### config.mk
export PLATFORM = sky130hd
export DESIGN_NAME = instr_fetch
export DESIGN_NICKNAME = d
export VERILOG_FILES = /design/src/rtl/instr_fetch.sv
export SDC_FILE = /design/constraint.sdc
export NUM_CORES = 1
export LEC_CHECK = 0
export CORE_MARGIN = 1
export CORE_UTILIZATION = 40
export CTS_BUF_LIST = sky130_fd_sc_hd__clkbuf_4 sky130_fd_sc_hd__clkbuf_8 sky130_fd_sc_hd__clkbuf_16
export CTS_CLUSTER_SIZE = 10
export DETAILED_ROUTE_END_ITERATION = 8
export GPL_ROUTABILITY_DRIVEN = 1
export GPL_TIMING_DRIVEN = 0
export PLACE_DENSITY = 0.68
export SLEW_MARGIN = 20
export SYNTH_ARGS = -nofsm -noshare
export SYNTH_HDL_FRONTEND = slang
export SYNTH_SLANG_ARGS = --single-unit
### constraint.sdc
create_clock -name clk -period 2.95 [get_ports clk]
set_input_delay 0.59 -clock clk [delete_from_list [all_inputs] [get_ports clk]]
set_output_delay 0.59 -clock clk [all_outputs]
set_load 0.05 [all_outputs]
### src/rtl/instr_fetch.sv
// Instruction fetch stage: reads words from instruction memory over req/ack and holds them in the IR until Control takes them.
// Optional HALT on opcode 4'b1111 is compiled in when IFETCH_HALT_EN is defined.
module instr_fetch #(
    parameter int                ADDR_W   = 16,
    parameter int                INSTR_W  = 16,
    parameter logic [ADDR_W-1:0] RESET_PC = '0
) (
    input  logic               clk,
    input  logic               rst_n,
    output logic               mem_req,
    output logic [ADDR_W-1:0]  mem_addr,
    input  logic               mem_ack,
    input  logic [INSTR_W-1:0] mem_rdata,
    output logic [INSTR_W-1:0] ir,
    output logic [3:0]         opcode,
    output logic [ADDR_W-1:0]  ir_pc,
    output logic               ir_valid,
    input  logic               ir_ready,
    input  logic               redirect,
    input  logic [ADDR_W-1:0]  redirect_pc,
    output logic               halted,
    output logic [1:0]         dbg_state
);

    typedef enum logic [1:0] {
        S_FETCH = 2'd0,
        S_HOLD  = 2'd1,
        S_DRAIN = 2'd2
`ifdef IFETCH_HALT_EN
        , S_HALT = 2'd3
`endif
    } state_t;

    state_t            state;
    logic [ADDR_W-1:0] fetch_pc;
    logic [ADDR_W-1:0] pend_pc;

    // Handshakes: memory read completes on a cycle with mem_req && mem_ack (ack ignored otherwise);
    // the IR transfers to Control on a cycle with ir_valid && ir_ready, and redirect overrides that transfer.
    assign mem_req   = (state == S_FETCH) || (state == S_DRAIN);
    assign mem_addr  = fetch_pc;
    assign ir_valid  = (state == S_HOLD);
    assign opcode    = ir[INSTR_W-1 -: 4];
    assign dbg_state = state;

`ifdef IFETCH_HALT_EN
    assign halted = (state == S_HALT);
`else
    assign halted = 1'b0;
`endif

    always_ff @(posedge clk or negedge rst_n) begin
        if (!rst_n) begin
            state    <= S_FETCH;
            fetch_pc <= RESET_PC;
            pend_pc  <= '0;
            ir       <= '0;
            ir_pc    <= '0;
        end else begin
            case (state)
                S_FETCH: begin
                    if (mem_ack) begin
                        if (redirect) begin
                            fetch_pc <= redirect_pc;
                        end else begin
                            ir       <= mem_rdata;
                            ir_pc    <= fetch_pc;
                            fetch_pc <= fetch_pc + ADDR_W'(1);
                            state    <= S_HOLD;
                        end
                    end else if (redirect) begin
                        // The in-flight read must finish at its original address before retargeting.
                        pend_pc <= redirect_pc;
                        state   <= S_DRAIN;
                    end
                end
                S_HOLD: begin
                    if (redirect) begin
                        fetch_pc <= redirect_pc;
                        state    <= S_FETCH;
                    end else if (ir_ready) begin
`ifdef IFETCH_HALT_EN
                        state <= (opcode == 4'b1111) ? S_HALT : S_FETCH;
`else
                        state <= S_FETCH;
`endif
                    end
                end
                S_DRAIN: begin
                    if (mem_ack) begin
                        fetch_pc <= redirect ? redirect_pc : pend_pc;
                        state    <= S_FETCH;
                    end else if (redirect) begin
                        pend_pc <= redirect_pc;
                    end
                end
`ifdef IFETCH_HALT_EN
                S_HALT: begin
                    state <= S_HALT;
                end
`endif
                default: begin
                    state <= S_FETCH;
                end
            endcase
        end
    end

endmodule

# [Yosys cells after proc, flatten, opt, wreduce, memory -nomap -nowiden]
# Cells that the tools add are included.
[classes] mux=13 reduce_logical=8 n_addsub=1 n_eq_ne=8 n_bitwise=2
[op_table] op="two-way mux 16 bit" count=5
[op_table] op="case mux 16 bit (3 select lines)" count=1
[op_table] op="adder 16 x 1 -> 16 bit, second input constant" count=1
[op_table] op="two-way mux 2 bit" count=6
[op_table] op="AND reduction 4 bit" count=2
[op_table] op="inequality test 3 bit, second input constant" count=2
[op_table] op="case mux 2 bit (3 select lines)" count=1
[op_table] op="inequality test 2 bit, second input constant" count=2
[op_table] op="inequality test 3 x 1 -> 1 bit, second input constant" count=1
[op_table] op="AND reduction 3 bit" count=1
[op_table] op="nonzero test 3 bit" count=1
[op_table] op="== test 2 x 1 -> 1 bit, second input constant" count=1
[op_table] op="== test 2 bit, second input constant" count=1
[op_table] op="logical NOT 2 bit" count=1
[op_table] op="inequality test 2 x 1 -> 1 bit, second input constant" count=1
[op_table] op="inverter 1 bit" count=2
[op_table] op="AND reduction 2 bit" count=1
[op_table] op="OR reduction 2 bit" count=1
[op_table] op="logical OR 1 bit" count=1
[totals] output_inout_bits=57 register_bits=66 input_bits=37 word_cells=37

# [Longest topological paths before layout]
# Gate-level depths: netlist (run 1).
[logic_depth] ltp_word=4 mapped_depth=9 ltp_nobuf=6

# [Least setup slack after synthesis (run 1)]
# No wires, ideal clock.
[synth_timing] path_kind="flip-flop to flip-flop" from="reg state[1], in the netlist dbg_state[1]" to="reg fetch_pc[15], in the netlist mem_addr[15]" stages_incl_launch_ff=10 setup_time_ns=0.125 t_arrival_ns=2.458 synth_period_minus_slack_ns=2.583 t_required_ns=2.825 path_slack_ns=0.367 n_path_buf=3 cell_sequence="dfrtp_1 > inv_1 > ha_1 > clkbuf_1 > nor2b_1 > or3_1 > buf_6 > buf_6 > a22oi_2 > o21ai_1"
[synth_between] elab_chain_cells=3 word_cells_on_any_way=9 classes_between="5 x eq/ne; 1 x mux; 3 x reduce/logical"
[synth_lines] item="start: declaration" line="34" source="state_t state;"
[synth_lines] item="start signal: assignment" line="54" source="state <= S_FETCH;"
[synth_lines] item="start signal: assignment" line="69" source="state <= S_HOLD;"
[synth_lines] item="start signal: assignment" line="74" source="state <= S_DRAIN;"
[synth_lines] item="== test 2 x 1 -> 1 bit *"
[synth_lines] item="named net ir_valid" line="17" source="output logic ir_valid,"
[synth_lines] item="inequality test 2 x 1 -> 1 bit (no line) / nonzero test 3 bit (equally long branches)"
[synth_lines] item="AND reduction 4 bit (no line)"
[synth_lines] item="end signal: assignment" line="64" source="fetch_pc <= redirect_pc;"
[synth_lines] item="end signal: assignment" line="68" source="fetch_pc <= fetch_pc + ADDR_W'(1);"
[synth_lines] item="end signal: assignment" line="79" source="fetch_pc <= redirect_pc;"
[synth_lines] item="end: declaration" line="35" source="logic [ADDR_W-1:0] fetch_pc;"
# The timed path passes the listed nets; every way through them passes the cells marked *.
# A chain may end at the register's enable or synchronous reset.

# [Final worst setup path (run 1)]
[layout_timing] from="reg state[0], in the netlist dbg_state[0]" to="out mem_req"
[layout_between] elab_chain_cells=2 word_cells_on_any_way=3 classes_between="1 x eq/ne; 2 x reduce/logical"
[layout_lines] item="== test 2 bit / logical NOT 2 bit (equally long branches)" line="40" source="assign mem_req = (state == S_FETCH) || (state == S_DRAIN);"
[layout_lines] item="logical OR 1 bit *" line="40"
[layout_lines] item="end: declaration" line="10" source="output logic mem_req,"
# Every way passes the cells marked *; elsewhere a longest branch is shown, timed or not.

==> flow_summary.ini, run 1 <==
[sta]
rsz0062_at_grt = false
slew-limit-headroom_pct = 65.1
skew_ns = 0.00822
post-route-min-period_ns = 2.73
finalSetupViolations = 0
hold_viol_final = 0
worst_pin_slew_ns = 0.520
worst_hold_slack_ns = 0.160
max_freq_ghz = 0.366
min_period_over_period_pct = 92.7
maxSlewViolCount = 0

[floorplan]
rows = 34
io_pins = 94
start_util_pct = 41.4
die_h_um = 97.0
die_w_um = 97.0
design.die.area_um2 = 9420
coreArea_um2 = 8720

[global_routing]
grt.overflow.total = 0
grt_max_degree = 42
antenna_found_initial = 0
grt_pass1_wl_mm = 15.4
first_global_vias = 3072
grtUsageTotal_pct = 20.5

[yosys]
synth_seq_cells = 66
synth_top_family_by_area = multiplexers
ys_types = 52
synth_edf_count = 0
synth_cells = 330
synth_simple_gate_area_share_pct = 11.8
async_flop_share_pct = 100
syn_avg_cell_area_um2 = 10.9
syn-num-nets = 372
synthAdderAreaFrac_pct = 1.73
synth_compound_area_share_pct = 15.8
synth_xor_area_share_pct = 0.242
synthMuxAreaShare_pct = 19.4
yosys_warnings = 0
synth_sequential_area_ratio_pct = 45.7
netlist_area_um2 = 3610
synth_flop_cell = dfrtp_1

[placed_design]
port_buffers = 91
gp_congestion = 0.870
dpl.hpwl_mm = 6.91
placed_area_um2 = 4680

[setup_path]
r2r_start = dbg_state[1]
crit_path_end_kind = output pin
critPathMaxStageDelay_ns = 0.45
cpMaxStageDelayCell = dfrtp_1
critPathLaunchType = register
crit_path_max_fanout = 10
crit_chain = inv_1 -> ha_1 -> clkbuf_2 -> or2_2 -> dlygate4sd2_1
reg2reg_slack_ns = 0.50
critical_path_class = reg -> out
crit_required_ns = 2.36
cp.arrival_ns = 2.14
r2r_cells = 8
reg2reg_to = mem_addr[11]

[clock_network]
htreeDepth = 3
clock-sinks = 66
cts_buffers = 9
path_clk_slew_ns = 0.07
cts_buffer_depth = 2
clk_latency_ns = 0.34
cts-root-buf = clkbuf_8
cts_hold_buf = 0
cts_tree = done

[cells_and_area]
n_antenna_cell = 0
area_delta_synth_final_pct = 33.8
finalNetCount = 475
final_area_um2 = 4840
final_layout_size_suffix_gt1_share_pct = 22.9

[drt]
drt_iter0_drc = 169
wl_met2_mm = 4.37
drt-total-wl_mm = 9.20
via_count = 2994
drt_pass1_iterations = 4
ant_nets = 0
wl_met3_um = 626
route.detailed.drc = 0
wire_per_inst_um = 16.9
post_drt_via_cell_ratio = 5.49
met1_length_mm = 4.11
top_layer = met4

[min_path]
hold_path_class = in -> async

[flow_run]
drv_cap = 0

[status]
status = completed
-- critical path: cells and delay by family, from the launching register on --
kind                     cells  cell delay (ns)
flip-flops                   1             0.45
AND/OR/NAND/NOR              1             0.34
buffers and inverters        3             0.76
adder cells (fa/ha/maj)      1             0.27
-- logic make-up after synthesis --
| family | after synthesis |
|---|---|
| AO/OA/AOI/OAI | 74 |
| XOR/XNOR | 1 |
| adder cells (fa/ha/maj) | 5 |
| buffers and inverters | 36 |
| flip-flops | 66 |
| multiplexers | 63 |
| other | 1 |
| AND/OR/NAND/NOR | 84 |
-- cells in the mapped netlist (8+ instances only) --
cell type / count / area, um^2
mux2i_1: 8 / 80.1
a221oi_1: 11 / 96.3
mux2_2: 55 / 619
nor2_1: 13 / 48.8
clkbuf_1: 8 / 30.0
o21ai_0: 10 / 50.1
nor3_1: 8 / 40.0
dfrtp_1: 66 / 1650
buf_2: 12 / 60.1
a21oi_1: 8 / 40.0
nand2_1: 23 / 86.3
-- how the worst max path moves through the flow --
| stage | start | to | slack (ns) | cells past startpoint |
|---|---|---|---|---|
| 2_1_floorplan | dbg_state[1] | mem_addr[15] | 0.37 | 9 |
| 3_3_place_gp | rst_n | pend_pc[1] | -0.93 | 1 |
| 3_5_place_dp | dbg_state[0] | mem_req | 0.16 | 5 |
| 4_1_cts | dbg_state[0] | mem_req | 0.21 | 5 |
| 5_1_grt | dbg_state[0] | mem_req | 0.06 | 5 |
| 6_report | dbg_state[0] | mem_req | 0.22 | 5 |
-- state kept, by name (all words and copies together) (netlist names) --
signal	flops
dbg_state	2
ir	16
ir_pc	16
mem_addr	16
pend_pc	16
-- routing by layer --
| layer | track usage (%) | vias up |
|---|---|---|
| met4 | 10.1 | 0 |
| met5 | 0 | - |
| li1 | - | 1429 |
| met1 | 26.6 | 1433 |
| met2 | 33.2 | 126 |
| met3 | 3.11 | 6 |
-- through the flow --
stage	setup WS (ns)	cells	util (%)	TNS (ns)
5_1_grt	0.0552	545	55.5	0
2_1_floorplan	0.367	330	-	0
4_1_cts	0.205	545	55.5	0
3_3_place_gp	-0.926	529	53.4	-60.88
6_report	0.215	545	55.5	0
3_5_place_dp	0.155	530	53.6	0
-- cells in the final DEF (no fill, tap or decap), drive strengths merged, types with 2 or more instances in the layout --
cell type      instances
a211oi                 3
a21o                   2
a21oi                  8
a221o                  3
a221oi                12
a22o                   6
a22oi                  2
a31oi                  2
buf                   22
clkbuf                18
clkdlybuf4s50         89
clkinv                 4
clkinvlp               2
dfrtp                 66
ha                     5
inv                    7
mux2                  55
mux2i                  8
nand2                 23
nand2b                 7
nand3                  7
nand3b                 3
nand4                  5
nor2                  13
nor2b                  3
nor3                   8
nor3b                  2
nor4                   7
o211ai                 6
o21ai                 11
o31ai                  9
or4                    2
-- final cells by class --
cell class	instances	area [um^2]
tap	108	135
sequential	66	1650
clock inverter	6	35.0
buffer	29	164
inverter	7	26.3
multi-input combinational	228	1770
fill	767	3880
clock buffer	9	124
timing repair buffer	92	927
-- what timing repair did --
| item | CTS | global route |
|---|---|---|
| setup buffers | 0 | 0 |
| setup endpoints to repair | 1 | 0 |
| gates resized for setup | 2 | 0 |
Power of run 1 is not shown: default switching activity piles up to over one toggle a cycle in this logic, so the estimate is an artifact.
==> run 2, diff against run 1 <==
CAP_MARGIN = 25   (was default)
GPL_ROUTABILITY_DRIVEN = 0   (was 1)
==> results of run 2 <==
Same layout as run 1: the final DEF is identical, and so are final timing and power.
Power of run 2 is left out for the same reason.
==> run 3, diff against run 2 <==
CTS_CLUSTER_SIZE = default   (was 10)
==> results of run 3 <==
Same layout as run 1: the final DEF is identical, and so are final timing and power.
Power of run 3 is left out for the same reason.
